`src/rtl/ledarray_pkg.sv`:
```
// Shared definitions for the LED-array serial link receiver.
package ledarray_pkg;

  // Receiver frame state: waiting for a start, or collecting bits.
  typedef enum logic {
    IDLE = 1'b0,
    RECV = 1'b1
  } state_t;

  // Bits in a position/value frame: 8 pos + 8 value + trailing framing bit.
  localparam int WORD_BITS = 17;
  // Bits in a command frame: 8 command + trailing framing bit.
  localparam int CMD_BITS = 9;
  // Position reported for command frames.
  localparam logic [7:0] CMD_POS = 8'hFF;

endpackage

```
`src/rtl/sync_edge.sv`:
```
// Two-flop synchronizer plus one history register for an idle-high
// asynchronous link signal. cur is the synchronized sample, prev is the
// sample from the cycle before, so callers can detect edges and levels.
module sync_edge (
  input  logic clk,
  input  logic rst_n,
  input  logic async_in,
  output logic cur,
  output logic prev
);

  logic meta;

  // Shift the pin level through the synchronizer and into the history flop.
  always_ff @(posedge clk or negedge rst_n) begin
    if (!rst_n) begin
      // NOTE: reset to the link's idle-high level, otherwise reset release
      // would look like a falling edge and fake a start or bit event.
      meta <= 1'b1;
      cur  <= 1'b1;
      prev <= 1'b1;
    end else begin
      // NOTE: non-blocking assignments keep this a true three-stage chain;
      // blocking ones would collapse it into a single flop.
      meta <= async_in;
      cur  <= meta;
      prev <= cur;
    end
  end

endmodule

```
`src/rtl/readpixels.sv`:
```
// Receiver for the LED-array serial link. Start and stop are d_in edges
// while d_clk is high; each rising d_clk carries one data bit, LSB first.
// A 17-bit frame yields pos/value, a 9-bit frame yields a command byte.
module readpixels
  import ledarray_pkg::*;
#(
  parameter int CLK_IN_RATE_HZ = 12_000_000,
  parameter int TIMEOUT_CYCLES = 4096
) (
  input  logic       clk,
  input  logic       rst_n,
  input  logic       d_clk,
  input  logic       d_in,
  output logic [7:0] pos,
  output logic [7:0] value,
  output logic       is_cmd,
  output logic       valid,
  output logic       frame_err,
  output logic       busy
);

  localparam int TW = $clog2(TIMEOUT_CYCLES + 1);

  // The clock rate only documents the intended system; reject nonsense.
  if (CLK_IN_RATE_HZ <= 0) begin : g_bad_rate
    $error("readpixels: CLK_IN_RATE_HZ must be positive");
  end

  logic sc, pc, sd, pd;
  logic start_det, stop_det, bit_det;
  logic ev_start, ev_stop, ev_bit, ev_val;

  state_t                 state;
  logic [4:0]             bit_cnt;
  logic [WORD_BITS-1:0]   bits;
  logic [TW-1:0]          timer;

  sync_edge u_sync_clk (
    .clk      (clk),
    .rst_n    (rst_n),
    .async_in (d_clk),
    .cur      (sc),
    .prev     (pc)
  );

  sync_edge u_sync_data (
    .clk      (clk),
    .rst_n    (rst_n),
    .async_in (d_in),
    .cur      (sd),
    .prev     (pd)
  );

  // Link conditions: data edges with the clock steady high frame a
  // transfer; a clock rising edge carries a bit.
  assign start_det = pc & sc & pd & ~sd;
  assign stop_det  = pc & sc & ~pd & sd;
  assign bit_det   = ~pc & sc;

  // Register the detected events so the frame logic sees clean one-cycle strobes.
  always_ff @(posedge clk or negedge rst_n) begin
    if (!rst_n) begin
      ev_start <= 1'b0;
      ev_stop  <= 1'b0;
      ev_bit   <= 1'b0;
      ev_val   <= 1'b0;
    end else begin
      ev_start <= start_det;
      ev_stop  <= stop_det;
      ev_bit   <= bit_det;
      ev_val   <= sd;
    end
  end

  // Frame state machine: collect bits, decode on stop, abort on timeout.
  always_ff @(posedge clk or negedge rst_n) begin
    if (!rst_n) begin
      state     <= IDLE;
      bit_cnt   <= '0;
      bits      <= '0;
      timer     <= '0;
      pos       <= '0;
      value     <= '0;
      is_cmd    <= 1'b0;
      valid     <= 1'b0;
      frame_err <= 1'b0;
    end else begin
      valid     <= 1'b0;
      frame_err <= 1'b0;
      unique case (state)
        IDLE: begin
          if (ev_start) begin
            state   <= RECV;
            bit_cnt <= '0;
            bits    <= '0;
            timer   <= '0;
          end
        end
        RECV: begin
          if (ev_start) begin
            // Repeated start: drop what we have and begin a fresh frame.
            frame_err <= 1'b1;
            bit_cnt   <= '0;
            bits      <= '0;
            timer     <= '0;
          end else if (ev_stop) begin
            state <= IDLE;
            if (bit_cnt == 5'(WORD_BITS) && !bits[WORD_BITS-1]) begin
              pos    <= bits[7:0];
              value  <= bits[15:8];
              is_cmd <= 1'b0;
              valid  <= 1'b1;
            end else if (bit_cnt == 5'(CMD_BITS) && !bits[CMD_BITS-1]) begin
              pos    <= CMD_POS;
              value  <= bits[7:0];
              is_cmd <= 1'b1;
              valid  <= 1'b1;
            end else begin
              frame_err <= 1'b1;
            end
          end else if (ev_bit) begin
            if (bit_cnt < 5'(WORD_BITS)) begin
              bits[bit_cnt] <= ev_val;
            end
            if (bit_cnt != 5'd31) begin
              bit_cnt <= bit_cnt + 5'd1;
            end
            timer <= '0;
          end else if (timer == TW'(TIMEOUT_CYCLES - 1)) begin
            frame_err <= 1'b1;
            state     <= IDLE;
          end else begin
            timer <= timer + 1'b1;
          end
        end
        default: state <= IDLE;
      endcase
    end
  end

  assign busy = (state == RECV);

endmodule

```
`config.mk`:
```
export PLATFORM = sky130hd
export DESIGN_NAME = readpixels
export DESIGN_NICKNAME = d
export VERILOG_FILES = /design/src/rtl/ledarray_pkg.sv /design/src/rtl/sync_edge.sv /design/src/rtl/readpixels.sv
export SDC_FILE = /design/constraint.sdc
export NUM_CORES = 1
export LEC_CHECK = 0
export CAP_MARGIN = 15
export CELL_PAD_IN_SITES_DETAIL_PLACEMENT = 0
export CELL_PAD_IN_SITES_GLOBAL_PLACEMENT = 1
export CORE_ASPECT_RATIO = 0.5
export CORE_MARGIN = 3
export CORE_UTILIZATION = 46
export DETAILED_ROUTE_END_ITERATION = 10
export PLACE_DENSITY = 0.76
export SYNTH_ARGS = -nofsm -noshare
export SYNTH_HDL_FRONTEND = slang
export SYNTH_SLANG_ARGS = --single-unit
```
`constraint.sdc`:
```
create_clock -name clk -period 2.75 [get_ports clk]
set_clock_uncertainty 0.15 [all_clocks]
set_input_delay 0.55 -clock clk [delete_from_list [all_inputs] [get_ports clk]]
set_output_delay 0.55 -clock clk [all_outputs]
set_load 0.005 [all_outputs]
```
* Yosys cells after proc, flatten, opt, wreduce, memory -nomap -nowiden
Cells that the tools add are included.
** Word-level totals
- Register bits after elaboration :: 65
- Logic and storage cells :: 100
** Cells by class
- Add/subtract/negate cells :: 2
- $lt $le $gt $ge :: 3
- Equality and inequality tests :: 10
- Multiplexer cells :: 45
- Bitwise logic cells :: 11
- Reduce and logical (&&, ||, !) cells :: 10
** Operators by type and width (count)
- 17-bit 2-to-1 mux :: 5
- 13-bit 2-to-1 mux :: 5
- 17-bit case mux with 2 select lines :: 1
- 8-bit 2-to-1 mux :: 4
- 13-bit case mux with 2 select lines :: 1
- 5-bit 2-to-1 mux :: 5
- 1-bit 2-to-1 mux :: 20
- 17-bit bitwise mux :: 1
- 13-bit by 1-bit adder with 13-bit output, second input constant :: 1
- 13-bit by 12-bit equality test with 1-bit output, second input constant :: 1
- 4-bit AND reduction :: 3
- 5-bit case mux with 2 select lines :: 1
- 1-bit bitwise AND :: 6
- 5-bit by 6-bit < comparator with 1-bit output, second input constant :: 1
- 3-bit by 2-bit != test with 1-bit output, second input constant :: 2
- 3-bit != test, second input constant :: 2
- 5-bit by 1-bit adder with 5-bit output, second input constant :: 1
- 1-bit demux with 5-bit select :: 1
- 5-bit by 4-bit equality test with 1-bit output, second input constant :: 1
- 5-bit equality test, second input constant :: 1
- 5-bit by 1-bit >= comparator with 1-bit output, second input constant :: 1
- 5-bit < comparator, second input constant :: 1
- 5-bit != test, second input constant :: 1
- 1-bit inverter :: 5
- 7 further kinds :: 10

* Longest topological paths before layout
- Depth in word-level cells :: 10
- Depth in mapped cells :: 7
- Gate-level depth less buffers :: 7

* Hierarchy
From an unflattened synthesis, not the netlist that was laid out.
** Unflattened totals
- Cell total of the unflattened synthesis :: 296
- Area, all modules :: 3093.0 sq um
** By module, submodules not included
- readpixels :: times used 1, cells an instance 290, area each 2935.3 sq um, sequential area each 1476.4 sq um
- sync_edge :: times used 2, cells an instance 3, area each 78.8 sq um, sequential area each 78.8 sq um

* Worst setup path before layout
OpenSTA, ideal clock, no wires.
- Path type :: register -> register
- Start point :: reg bit_cnt[0]
- End point :: reg bit_cnt[3]
- Setup time :: 120 ps
- Arrival :: 1829 ps
- Data required time :: 2480 ps
- Setup slack :: 651 ps
- Cell stages (with the launch flop) :: 8
- Clock period less this slack :: 2099 ps
- Cells stage by stage :: dfrtp_1 -> ha_1 -> and3_1 -> ha_1 -> nor4bb_1 -> o2111ai_1 -> xor2_1 -> nor2_1
** On the way
- Cells in the longest elaborated chain, start to end :: 6
- Elaborated cells between the ends (all ways) :: 9
** RTL lines
- start: declaration :: RTL line readpixels.sv:34 : logic [4:0] bit_cnt;
- start signal: assignment :: RTL line readpixels.sv:126 : bit_cnt <= bit_cnt + 5'd1;
- 5-bit by 1-bit adder with 5-bit output :: RTL line readpixels.sv:126
- 5-bit 2-to-1 mux :: RTL line readpixels.sv:125 : if (bit_cnt != 5'd31) begin
- 5-bit 2-to-1 mux :: RTL line readpixels.sv:121 : end else if (ev_bit) begin
- 5-bit 2-to-1 mux :: RTL line readpixels.sv:106 : end else if (ev_stop) begin
- 5-bit 2-to-1 mux :: RTL line readpixels.sv:100 : if (ev_start) begin
- 5-bit case mux with 2 select lines :: RTL line readpixels.sv:90 : unique case (state)
Several ways; a longest one is shown, not always the timed one. The select of a mux whose other input is x is not followed.
A chain may end at the register's enable or synchronous reset.

* Worst setup path in the final report
- Start point :: reg bit_cnt[0]
- End point :: reg bit_cnt[2]
Same word-level chain as after synthesis.

==> results.json <==
{
  "status": "complete, no violations",
  "wl_per_cell_um": 15.9,
  "n_fill_cell": 517,
  "min_period_ns": 2.37,
  "grt_pass1_vias": 2349,
  "seq_area_sq_um": 1630,
  "hold_path.class": "in2async",
  "netlist_area_sq_um": 3050,
  "dieArea_sq_um": 7700,
  "vias_per_cell": 5.64,
  "cp_num_buf_inv": 0,
  "post_cts_buffers": 0,
  "htreeDepth": 3,
  "max-slew-margin-rel": 0.599,
  "drc": 0,
  "port-buffer-count": 23,
  "worst_setup_path_end_kind": "flop",
  "cellLeakagePower_nw": 1.68,
  "use_met2": 0.302,
  "antenna_found_initial": 0,
  "rsz0062_at_grt": "false",
  "timing.final.ws_setup_ns": 0.376,
  "hpwl_um": 4650,
  "postSynthAreaPerCell_sq_um": 10.3,
  "start_util": 0.489,
  "ys_types": 51,
  "hold_viol": 0,
  "cp-start-kind": "flop",
  "ir_drop_uv": 427,
  "postCtsResizedCells": 0,
  "cpLargestDelayFamily": "simple AND/OR/NAND/NOR gates",
  "fmax_mhz": 421,
  "layout-drive-gt1-share": 0.109,
  "wirelength_um": 6660,
  "multi_input_area_sq_um": 1330,
  "gr-usage-met3": 0.0879,
  "antenna_cells": 0,
  "crit_required_ns": 2.86,
  "drt-initial-drc-count": 157,
  "grt.total_usage": 0.196,
  "tritoncts": "built",
  "syn_inst": 295,
  "critPathSlowestCell": "nor4bb_1",
  "clkSinkCount": 65,
  "nets": 335,
  "antenna_left": 0,
  "ys_warn_count": 0,
  "cts_root_buffer": "clkbuf_16",
  "drv_slew": 0,
  "grt-busiest-layer": "met2",
  "num_vias": 2358,
  "drv_cap": 0,
  "clk_path_buf_depth": 2,
  "rows": 20,
  "dieWidth_um": 121,
  "dp_worst_setup_slack_ns": 0.441,
  "crit_top_cell": "ha_1",
  "fin_crit_sh": 0.863,
  "core-area_sq_um": 6230,
  "async_flop_share": 1.00,
  "synth_flop_cell": "dfrtp_1",
  "area_growth_pct": 22.4,
  "synth-edff-count": 0,
  "dr.pass1.iters": 4,
  "met1_usage": 0.260,
  "grt_max_degree": 40,
  "cpPeakStageDelay_ns": 0.51,
  "yosysSeqAreaShare": 0.536,
  "path_max_fanout": 7,
  "overflow": 0,
  "place.gp.congestion": 0.848,
  "syn_nets": 305,
  "io_pins": 24,
  "holdBufCountCts": 0,
  "cts_buffers": 9,
  "critPathArrivalTime_ns": 2.48,
  "ys_ff_latch": 65,
  "clk_latency_ns": 0.33,
  "whs_ns": 0.0733,
  "crit_chain": "ha_1 > and3_1 > ha_1 > nor4bb_1 > o21ai_0 > xor2_1 > nor2_1",
  "power.density_nw_per_um2": 747,
  "tns_ns": 0,
  "grt_first_pass_wirelength_um": 11600,
  "critical_path_class": "reg2reg",
  "die_h_um": 63.6,
  "tightestPinTransition_ns": 0.602,
  "final_util": 0.599,
  "setup_viol": 0,
  "clk_pin_slew_ns": 0.05
}
[registers in the layout, summed over array words and instances, names as in the netlist, 5 cells and up]
name and count:
timer 13, bit_cnt 5, pos 8, value 8
bits 17
[path summary, 6_finish.rpt]
path                                      startpoint                        end  slack, ns  cells after the start
max                           bit_cnt[0]$_DFFE_PN0P_     bit_cnt[2]$_DFFE_PN0P_       0.38                      7
max reg2reg                   bit_cnt[0]$_DFFE_PN0P_     bit_cnt[2]$_DFFE_PN0P_       0.38                      7
min reg2reg                u_sync_clk.meta$_DFF_PN1_   u_sync_clk.cur$_DFF_PN1_       0.21                      0
min                                            rst_n        bits[6]$_DFFE_PN0P_       0.07                      1
max in group asynchronous                      rst_n  u_sync_data.cur$_DFF_PN1_       1.70                      2
min in group clk           u_sync_clk.meta$_DFF_PN1_   u_sync_clk.cur$_DFF_PN1_       0.21                      0
[synthesized netlist by cell type, drive strengths merged (2+ instances only)]
cell / instances / area (sq um)
and3b: 2 / 17.5
o31ai: 5 / 37.5
nand3: 14 / 70.1
or4: 2 / 15.0
dfstp: 6 / 158
a21boi: 2 / 15.0
o21ai: 55 / 283
mux2i: 8 / 80.1
or3: 2 / 12.5
ha: 6 / 75.1
and3: 7 / 43.8
o22a: 8 / 70.1
inv: 6 / 22.5
nand4: 2 / 12.5
nand3b: 2 / 15.0
nor3b: 5 / 48.8
dfrtp: 59 / 1480
nand2: 27 / 101
nor3: 6 / 30.0
clkbuf: 5 / 18.8
a21oi: 19 / 95.1
nor2b: 3 / 18.8
or3b: 2 / 17.5
nand2b: 2 / 12.5
buf: 6 / 42.5
xor2: 2 / 17.5
a211o: 3 / 26.3
o211ai: 2 / 15.0
and4: 3 / 26.3
nor2: 7 / 26.3
or2: 3 / 18.8
[cells by family after synthesis]
group                    Yosys count  synth area share
AO/OA/AOI/OAI                    104             0.206
AND/OR/NAND/NOR                   92             0.173
flip-flops                        65             0.536
buffers and inverters             18            0.0291
multiplexers                       8            0.0263
adder cells (fa/ha/maj)            6            0.0246
XOR/XNOR                           2           0.00575
[per-stage QoR]
step / power (mW) / area, sq um / instances
final: 2.79 / 3730 / 418
after global placement: 1.48 / 3390 / 402
after global routing: 2.94 / 3730 / 418
after CTS: 2.82 / 3730 / 418
after detailed placement: 1.49 / 3390 / 402
after floorplan: 1.35 / 3050 / 295
[cell usage in the layout (no fill, tap or decap), types with 3 or more instances in the layout]
cell type | synthesis | routed
a211o_1 | 3 | 3
bufinv_16 | 0 | 3
a21oi_1 | 19 | 19
nor2_1 | 7 | 7
buf_4 | 0 | 6
and3_1 | 7 | 7
nor3b_1 | 4 | 4
nand2_1 | 27 | 27
inv_1 | 6 | 6
o31ai_1 | 5 | 5
nor2b_1 | 3 | 3
nand3_1 | 14 | 14
nor3_1 | 6 | 6
clkdlybuf4s50_1 | 0 | 22
mux2i_1 | 8 | 8
o21ai_0 | 47 | 47
dfrtp_1 | 59 | 59
and4_1 | 3 | 3
o21ai_1 | 6 | 6
dfstp_2 | 6 | 6
ha_1 | 6 | 6
clkbuf_16 | 0 | 9
o22a_1 | 8 | 8
[per-layer routing]
layer	part of all wire	vias up	wire length, um
li1	-	1159	-
met1	0.49	1142	3240
met2	0.44	51	2960
met3	0.063	6	419
met4	0.0065	0	43
met5	0	-	0
[cell type report]
class / count / area share
Clock buffer: 11 / 0.0650
Clock inverter: 5 / 0.0275
Tap cell: 88 / 0.0295
Sequential cell: 65 / 0.438
Timing Repair Buffer: 30 / 0.0777
Multi-Input combinational cell: 212 / 0.355
Inverter: 7 / 0.00737
[where the power goes]
group | internal [mW] | leakage [nW] | switching (mW) | total [mW]
Combinational | 0.130 | 0.639 | 0.243 | 0.373
Clock | 0.908 | 0.166 | 0.405 | 1.31
Sequential | 1.02 | 0.876 | 0.0859 | 1.10
Total | 2.06 | 1.68 | 0.734 | 2.79
Note: power is estimated with default switching activity, not from simulation.
